--- src/rtl/mem_port_arbiter.sv ---
// Shares one combinational-read memory port between the multicycle core and a host requester.
// The core is frozen while the host owns the port; host bursts are bounded so the core keeps making progress.
module mem_port_arbiter #(
    parameter int MAX_HOST_BURST  = 16,
    parameter int CORE_MIN_CYCLES = 4
) (
    input  logic        i_clk,
    input  logic        i_rst_n,
    input  logic        i_ena,
    input  logic        i_core_halted,
    output logic        o_core_ena,
    input  logic [31:0] i_core_mem_addr,
    input  logic [31:0] i_core_mem_wr_data,
    input  logic        i_core_mem_wr_ena,
    output logic [31:0] o_core_mem_rd_data,
    input  logic        i_host_req,
    input  logic        i_host_we,
    input  logic [31:0] i_host_addr,
    input  logic [31:0] i_host_wdata,
    output logic        o_host_gnt,
    output logic [31:0] o_host_rdata,
    output logic        o_host_rvalid,
    output logic [31:0] o_mem_addr,
    output logic [31:0] o_mem_wr_data,
    output logic        o_mem_wr_ena,
    input  logic [31:0] i_mem_rd_data,
    output logic        o_owner,
    output logic [31:0] o_stall_cycles
);

    localparam int CMIN     = (CORE_MIN_CYCLES == 0) ? 1 : CORE_MIN_CYCLES;
    localparam int BW       = (MAX_HOST_BURST > 0) ? $clog2(MAX_HOST_BURST + 1) : 1;
    localparam int CW       = $clog2(CMIN + 1);
    localparam bit LIMIT_EN = (MAX_HOST_BURST != 0);
    localparam logic [BW-1:0] BURST_MAX = BW'(MAX_HOST_BURST);
    localparam logic [CW-1:0] COOL_LAST = CW'(CMIN - 1);

    typedef enum logic [1:0] {
        S_CORE     = 2'd0,
        S_HOST     = 2'd1,
        S_COOLDOWN = 2'd2
    } state_t;

    state_t        r_state;
    state_t        w_state_next;
    logic [BW-1:0] r_burst_cnt;
    logic [BW-1:0] w_burst_next;
    logic [BW-1:0] w_burst_inc;
    logic [CW-1:0] r_cool_cnt;
    logic [CW-1:0] w_cool_next;
    logic [31:0]   r_host_rdata;
    logic          r_host_rvalid;
    logic [31:0]   r_stall_cycles;

    // Saturates at the limit so a halted core (unlimited burst) can never wrap the count.
    assign w_burst_inc = (r_burst_cnt == BURST_MAX) ? r_burst_cnt : r_burst_cnt + 1'b1;

    always_comb begin
        w_state_next = r_state;
        w_burst_next = r_burst_cnt;
        w_cool_next  = r_cool_cnt;
        if (i_ena) begin
            case (r_state)
                S_CORE: begin
                    if (i_host_req) begin
                        w_state_next = S_HOST;
                        w_burst_next = '0;
                    end
                end
                S_HOST: begin
                    if (!i_host_req) begin
                        w_state_next = S_CORE;
                        w_burst_next = '0;
                    end else if (LIMIT_EN && !i_core_halted && (w_burst_inc == BURST_MAX)) begin
                        w_state_next = S_COOLDOWN;
                        w_burst_next = '0;
                        w_cool_next  = '0;
                    end else begin
                        w_burst_next = w_burst_inc;
                    end
                end
                S_COOLDOWN: begin
                    if (r_cool_cnt == COOL_LAST) begin
                        w_state_next = S_CORE;
                        w_cool_next  = '0;
                    end else begin
                        w_cool_next = r_cool_cnt + 1'b1;
                    end
                end
                default: begin
                    w_state_next = S_CORE;
                    w_burst_next = '0;
                    w_cool_next  = '0;
                end
            endcase
        end
    end

    // Port steering. Reset forces the port quiet immediately, without waiting for a clock.
    always_comb begin
        o_core_ena    = 1'b0;
        o_host_gnt    = 1'b0;
        o_mem_wr_ena  = 1'b0;
        o_owner       = 1'b0;
        o_mem_addr    = i_core_mem_addr;
        o_mem_wr_data = i_core_mem_wr_data;
        if (!i_rst_n) begin
            o_mem_addr    = '0;
            o_mem_wr_data = '0;
        end else begin
            case (r_state)
                S_HOST: begin
                    o_owner       = 1'b1;
                    o_mem_addr    = i_host_addr;
                    o_mem_wr_data = i_host_wdata;
                    o_host_gnt    = i_ena & i_host_req;
                    o_mem_wr_ena  = i_ena & i_host_req & i_host_we;
                end
                default: begin
                    // A store held by a frozen core only reaches memory once core_ena is back.
                    o_core_ena   = i_ena;
                    o_mem_wr_ena = i_ena & i_core_mem_wr_ena;
                end
            endcase
        end
    end

    always_ff @(posedge i_clk or negedge i_rst_n) begin
        if (!i_rst_n) begin
            r_state        <= S_CORE;
            r_burst_cnt    <= '0;
            r_cool_cnt     <= '0;
            r_host_rdata   <= '0;
            r_host_rvalid  <= 1'b0;
            r_stall_cycles <= '0;
        end else begin
            r_state     <= w_state_next;
            r_burst_cnt <= w_burst_next;
            r_cool_cnt  <= w_cool_next;
            if (o_host_gnt && !i_host_we) begin
                r_host_rdata  <= i_mem_rd_data;
                r_host_rvalid <= 1'b1;
            end else begin
                r_host_rvalid <= 1'b0;
            end
            if (i_ena && !o_core_ena) begin
                r_stall_cycles <= r_stall_cycles + 32'd1;
            end
        end
    end

    assign o_core_mem_rd_data = i_mem_rd_data;
    assign o_host_rdata       = r_host_rdata;
    assign o_host_rvalid      = r_host_rvalid;
    assign o_stall_cycles     = r_stall_cycles;

endmodule

--- config.mk ---
export PLATFORM = sky130hd
export DESIGN_NAME = mem_port_arbiter
export DESIGN_NICKNAME = d
export VERILOG_FILES = /design/src/rtl/mem_port_arbiter.sv
export SDC_FILE = /design/constraint.sdc
export NUM_CORES = 1
export LEC_CHECK = 0
export CORE_AREA = 5 5 125 127
export DETAILED_ROUTE_END_ITERATION = 8
export DIE_AREA = 0 0 130 132
export PLACE_DENSITY = 0.77
export SETUP_SLACK_MARGIN = 0.2
export SLEW_MARGIN = 5
export SYNTH_ARGS = -nofsm -noshare
export SYNTH_HDL_FRONTEND = slang
export SYNTH_SLANG_ARGS = --single-unit
--- constraint.sdc ---
create_clock -name i_clk -period 5.62 [get_ports i_clk]
set_clock_uncertainty 0.15 [all_clocks]
set_input_delay 1.124 -clock i_clk [delete_from_list [all_inputs] [get_ports i_clk]]
set_output_delay 1.124 -clock i_clk [all_outputs]
set_load 0.02 [all_outputs]
# Word-level counts from Yosys, hierarchy flattened
# Index checks and enable logic that the tools add are counted.
# word_totals
reg_bits,75
output_inout_bits,165
elab_cells,61
# op_classes
addsub,3
n_eq_ne,10
mux,27
bitwise,5
reduce_logical,10
# op_table
operator,n
2-to-1 mux 32 bit,4
adder 32 x 1 -> 32 bit (second input constant),1
2-to-1 mux 5 bit,4
case mux 5 bit (3 select lines),1
equality test 5 bit (second input constant),2
2-to-1 mux 1 bit,9
2-to-1 mux 3 bit,3
case mux 3 bit (3 select lines),1
2-to-1 mux 2 bit,4
inequality test 2 bit (second input constant),4
AND reduction 4 bit,2
case mux 2 bit (3 select lines),1
adder 5 x 1 -> 5 bit (second input constant),1
adder 3 x 1 -> 3 bit (second input constant),1
AND 1 bit,3
equality test 3 x 2 -> 1 bit (second input constant),1
logical AND 1 bit,3
logical NOT 1 bit,3
inequality test 3 bit (second input constant),1
AND reduction 3 bit,1
equality test 2 x 1 -> 1 bit (second input constant),1
equality test 2 bit (second input constant),1
logical NOT 2 bit,1
inverter 1 bit,2

# Logic depth before layout (Yosys ltp)
# logic_depth
word_depth,7
depth_mapped,7
depth_no_buf,6

# Worst setup path before layout
# No wires, ideal clock.
# synth_timing
path_type,input to output
startpoint,input port i_rst_n
endpoint,output port o_mem_addr[0]
arrival_ns,2.313
setup_slack_ns,2.033
stages,4
cell_sequence,buf_2 > clkbuf_1 > clkbuf_1 > a21boi_0
# synth_between
elab_chain_len,1
# synth_lines
element,line_no,source
"start, declared",8,"input logic i_rst_n,"
2-to-1 mux 32 bit,107,if (!i_rst_n) begin
"end, declared",23,"output logic [31:0] o_mem_addr,"
# Every way passes these cells.

# Worst setup path after layout
# layout_timing
startpoint,input port i_ena
endpoint,output port o_mem_wr_ena
# layout_between
elab_chain_len,4
word_cells_on_any_way,5
classes_between,mux: 2; bitwise: 3
# layout_lines
element,line_no,source
"start, declared",9,"input logic i_ena,"
AND 1 bit (2 in a row),117,o_mem_wr_ena = i_ena & i_host_req & i_host_we;
2-to-1 mux 1 bit *,111,case (r_state)
2-to-1 mux 1 bit *,107,
"end, declared",25,"output logic o_mem_wr_ena,"
# Every way passes the cells marked *; elsewhere a longest branch is shown, timed or not.

==> impl_summary.txt <==
----------------------------------------------------
[Detailed routing]
  DR WL/cell ... between 15 and 20 µm
  Number of iterations in the first detailed-routing pass ... 4
  Total number of vias ... around 4700
  Total detailed-routing wirelength ... approximately 17000 µm
  Vias per std cell ... 4.762
  Antenna-violating nets left ... 0
  Final routed DRC violation total ... 0
  Number of DRC markers in iteration 0 ... 214

[CTS]
  Number of clock buffers inserted by TritonCTS ... 9
  Clock tree from TritonCTS ... done
  Clock-pin slew on the worst setup and hold paths ... 0.06 ns
  Buffer depth of the longest clock path ... 2
  CTS Root Cell ... sky130_fd_sc_hd__clkbuf_16
  Clock H-tree levels ... 3
  Clock latency on the worst-skew pair ... 0.33 ns
  Setup repair bufs after CTS ... 0
  Number of gates resized after CTS ... 0
  Hold-fix buffer count after cts ... 0
  Total clock sinks ... 75

[Finish]
  Diodes inserted ... 0
  Final standard cell area without fillers ... 8189 µm²
  Area of the multi-input gates ... 2417 µm²
  Proportion of layout cells with a drive suffix above 1 ... 7.028%
  Area Overhead vs Synth ... 73.52%
  Sequential cell area ... 1877 µm²
  Number of fillers in the final layout ... 1262
  Number of nets in the layout ... 977

[STA]
  Hold Vio Cnt, Final ... 0
  Final-layout setup total negative slack ... 0 ns
  Maximum achievable frequency ... 0.2274 GHz
  Fin crit period ... 4.398 ns
  Number of setup violations in the final report ... 0
  Share of the clock period used by the worst path after layout ... 78.25%
  Transition time at the pin with the least slew margin ... 0.9567 ns
  Final count of pins violating max slew ... 0
  RSZ-0062 raised after global routing ... false
  Max-slew headroom ... 36.08%
  Final setup margin ... 1.222 ns

[Pwr]
  Share of power burned in the clock network ... 27.5%
  Part of the power in registers ... 33.5%
  Cell-internal power ... about 1.4 mW
  Leakage power total ... 3.311 nW
  Logic pwr share ... 39.0%
  Sw Share ... 31.81%
  Switching power total ... 0.6631 mW
  Power per cell area ... approximately 250 nW/µm²
  Worst voltage drop across the vdd grid ... between 0.0001 and 0.00015 V

[Job]
  MaxCap Viol Count ... 0

[Global routing]
  Via count of the first global-routing pass ... approximately 4600
  Overall track demand over capacity in global routing ... 18.96%
  Residual overflow from global routing ... 0
  Maximum number of pins on one net before global-route repair ... 95
  Global-route wire length before repair ... 25740 µm
  Number of antenna violations at the first check in global routing ... 0

[Synth]
  Sequential-to-total area share from yosys stat ... about two fifths
  Netlist area before placement ... 4720 µm²
  Top_reg_cell synth ... sky130_fd_sc_hd__dfrtp_1
  Post-synth net total ... 700
  Synthesis-stage register bit count ... 75
  Count of synthesis-stage warnings from yosys ... 0
  Count of unique library cells instantiated by Yosys ... 42
  Async set-or-reset flop fraction in the synthesized netlist ... 100.0%
  Number of flops mapped to enable cells by yosys ... 0
  Post-Syn Instances ... 529
  Average instance area after synthesis ... 8.922 µm²

[Floorplan]
  Area of the core ... between 10000 and 15000 µm²
  IO Pins ... 332
  DIE WIDTH ... 130 µm
  Area of the die ... ~17000 µm²
  Starting density of the core ... 32.97%
  Die Y ... 132 µm
  FP Rows ... 44

[Worst setup path]
  Dominant cell type by count on the critical path ... sky130_fd_sc_hd__clkdlybuf4s50_1
  Slowest cell on the critical path ... sky130_fd_sc_hd__clkdlybuf4s50_1
  Cell depth of the worst setup path ... 5
  Crit path max fanout ... 15
  Setup slack, reg-to-reg ... 2.87 ns
  Dominant delay contributor by cell family on the critical path ... buffers and inverters
  WP data arrival ... roughly 3.1 ns
  Series of cell instances along the critical path ... clkdlybuf4s50_1 > o211a_1 > and3_1 > a22o_1 > clkdlybuf4s50_1
  Classification of the worst setup path ... in -> out
  Critical Path RT ... 4.35 ns
  Worst path max stage delay ... 0.78 ns
  Endpoint type of the worst setup path ... primary output
  Number of buffer and inverter instances along the worst setup path ... 2
  Number of cell instances on the worst register-to-register path ... 4
  Element type at the critical path start ... input port

[Status]
  Status ... finished, final reports clean

[Min path]
  Type of the worst min-delay path ... reg -> reg
  Min-Delay Path Depth ... 1

[Placed design]
  I/O Buffers ... 331
  Weighted congestion reported at the end of routability-driven placement ... 0.8679
  Detailed-placement wirelength estimate ... 13560 µm
  Post-Place Worst Slack ... 1.252 ns
  Placement Cell Area ... 7884 µm²

----------------------------------------------------
[Yosys cell counts, types with 4 or more instances]
cell type                  count  share of area, %
sky130_fd_sc_hd__a21boi_0     65                10
sky130_fd_sc_hd__a31oi_1       5              0.66
sky130_fd_sc_hd__and3_1        7              0.93
sky130_fd_sc_hd__and4_1        4              0.74
sky130_fd_sc_hd__buf_2        10               1.1
sky130_fd_sc_hd__buf_4        35               5.6
sky130_fd_sc_hd__clkbuf_1     21               1.7
sky130_fd_sc_hd__dfrtp_1      75                40
sky130_fd_sc_hd__ha_1          4               1.1
sky130_fd_sc_hd__inv_1         7              0.56
sky130_fd_sc_hd__mux2_2       31               7.4
sky130_fd_sc_hd__nand2_1     144                11
sky130_fd_sc_hd__nand3_1      18               1.9
sky130_fd_sc_hd__nand4_1      16               2.1
sky130_fd_sc_hd__nor2_1        5              0.40
sky130_fd_sc_hd__nor2b_1       8               1.1
sky130_fd_sc_hd__nor3_1        4              0.42
sky130_fd_sc_hd__o21ai_0       8              0.85
sky130_fd_sc_hd__xnor2_1      26               4.8
sky130_fd_sc_hd__xor2_1        7               1.3
[power by group through the flow]
stage | registers [mW] | logic (mW) | clock network (mW)
finish | 0.698 | 0.813 | 0.573
global route | 0.712 | 0.868 | 0.617
detailed placement | 0.708 | 0.823 | 0
CTS | 0.700 | 0.827 | 0.593
global placement | 0.705 | 0.815 | 0
floorplan | 0.801 | 0.270 | 0
[routing by layer]
layer / track usage, % / up-vias / wire length, µm
met2: 32.49 / 183 / 8640
li1: - / 2328 / -
met4: 4.561 / 0 / 247
met3: 7.415 / 20 / 1834
met1: 22.17 / 2207 / 6487
met5: 0 / - / 0
[state kept, by name, summed over array words and instances (netlist names)]
register and count:
o_host_rdata 32, o_host_rvalid 1, o_stall_cycles 32, r_burst_cnt 5
r_cool_cnt 3, r_state 2
[cells by family after synthesis]
logic type	after synthesis	synth area share, %
compound gates	91	14.53
xor+xnor	33	6.124
fa+ha+maj	4	1.060
buf+inv	75	9.332
flops	75	39.77
mux	35	8.298
simple gates	216	20.89
[worst paths after layout]
| check | from | endpoint |
|---|---|---|
| max | i_ena | o_mem_wr_ena |
| min reg2reg | o_stall_cycles[31] | o_stall_cycles[31] |
| max in group asynchronous | i_rst_n | o_host_rdata[28] |
| max reg2reg | r_state[0] | o_stall_cycles[27] |
| min | o_stall_cycles[31] | o_stall_cycles[31] |
| min in group asynchronous | i_rst_n | o_stall_cycles[22] |
[through the flow]
stage | total power, mW | std cells | hold slack, ns | utilization [%]
6_report | 2.084 | 995 | 0.3309 | 57.21
5_1_grt | 2.197 | 995 | 0.3591 | 57.21
4_1_cts | 2.119 | 995 | 0.3314 | 57.21
3_5_place_dp | 1.531 | 979 | 0.3197 | 55.08
3_3_place_gp | 1.520 | 979 | 0.3128 | 55.08
2_1_floorplan | 1.071 | 529 | 0.3213 | -
[layout make-up]
| class | count | area share, % |
|---|---|---|
| repair buffers | 334 | 40.70 |
| clock buffers | 12 | 3.132 |
| clock inverters | 4 | 0.5959 |
| multi-input cells | 379 | 29.52 |
| well taps | 184 | 2.811 |
| flip-flops and latches | 75 | 22.92 |
| inverters | 7 | 0.3209 |
[placed cells by master, fill, tap and decap left out, drive strengths merged, types with 5 or more instances in the layout]
cell type | synthesis | routed
a21boi | 65 | 65
a31oi | 5 | 5
and3 | 7 | 7
clkbuf | 21 | 12
clkdlybuf4s50 | 0 | 330
dfrtp | 75 | 75
inv | 7 | 7
mux2 | 33 | 33
nand2 | 144 | 144
nand3 | 18 | 18
nand4 | 16 | 16
nor2 | 5 | 5
nor2b | 8 | 8
o21ai | 8 | 8
xnor2 | 26 | 26
xor2 | 7 | 7
Power figures use the tool's default switching activity.
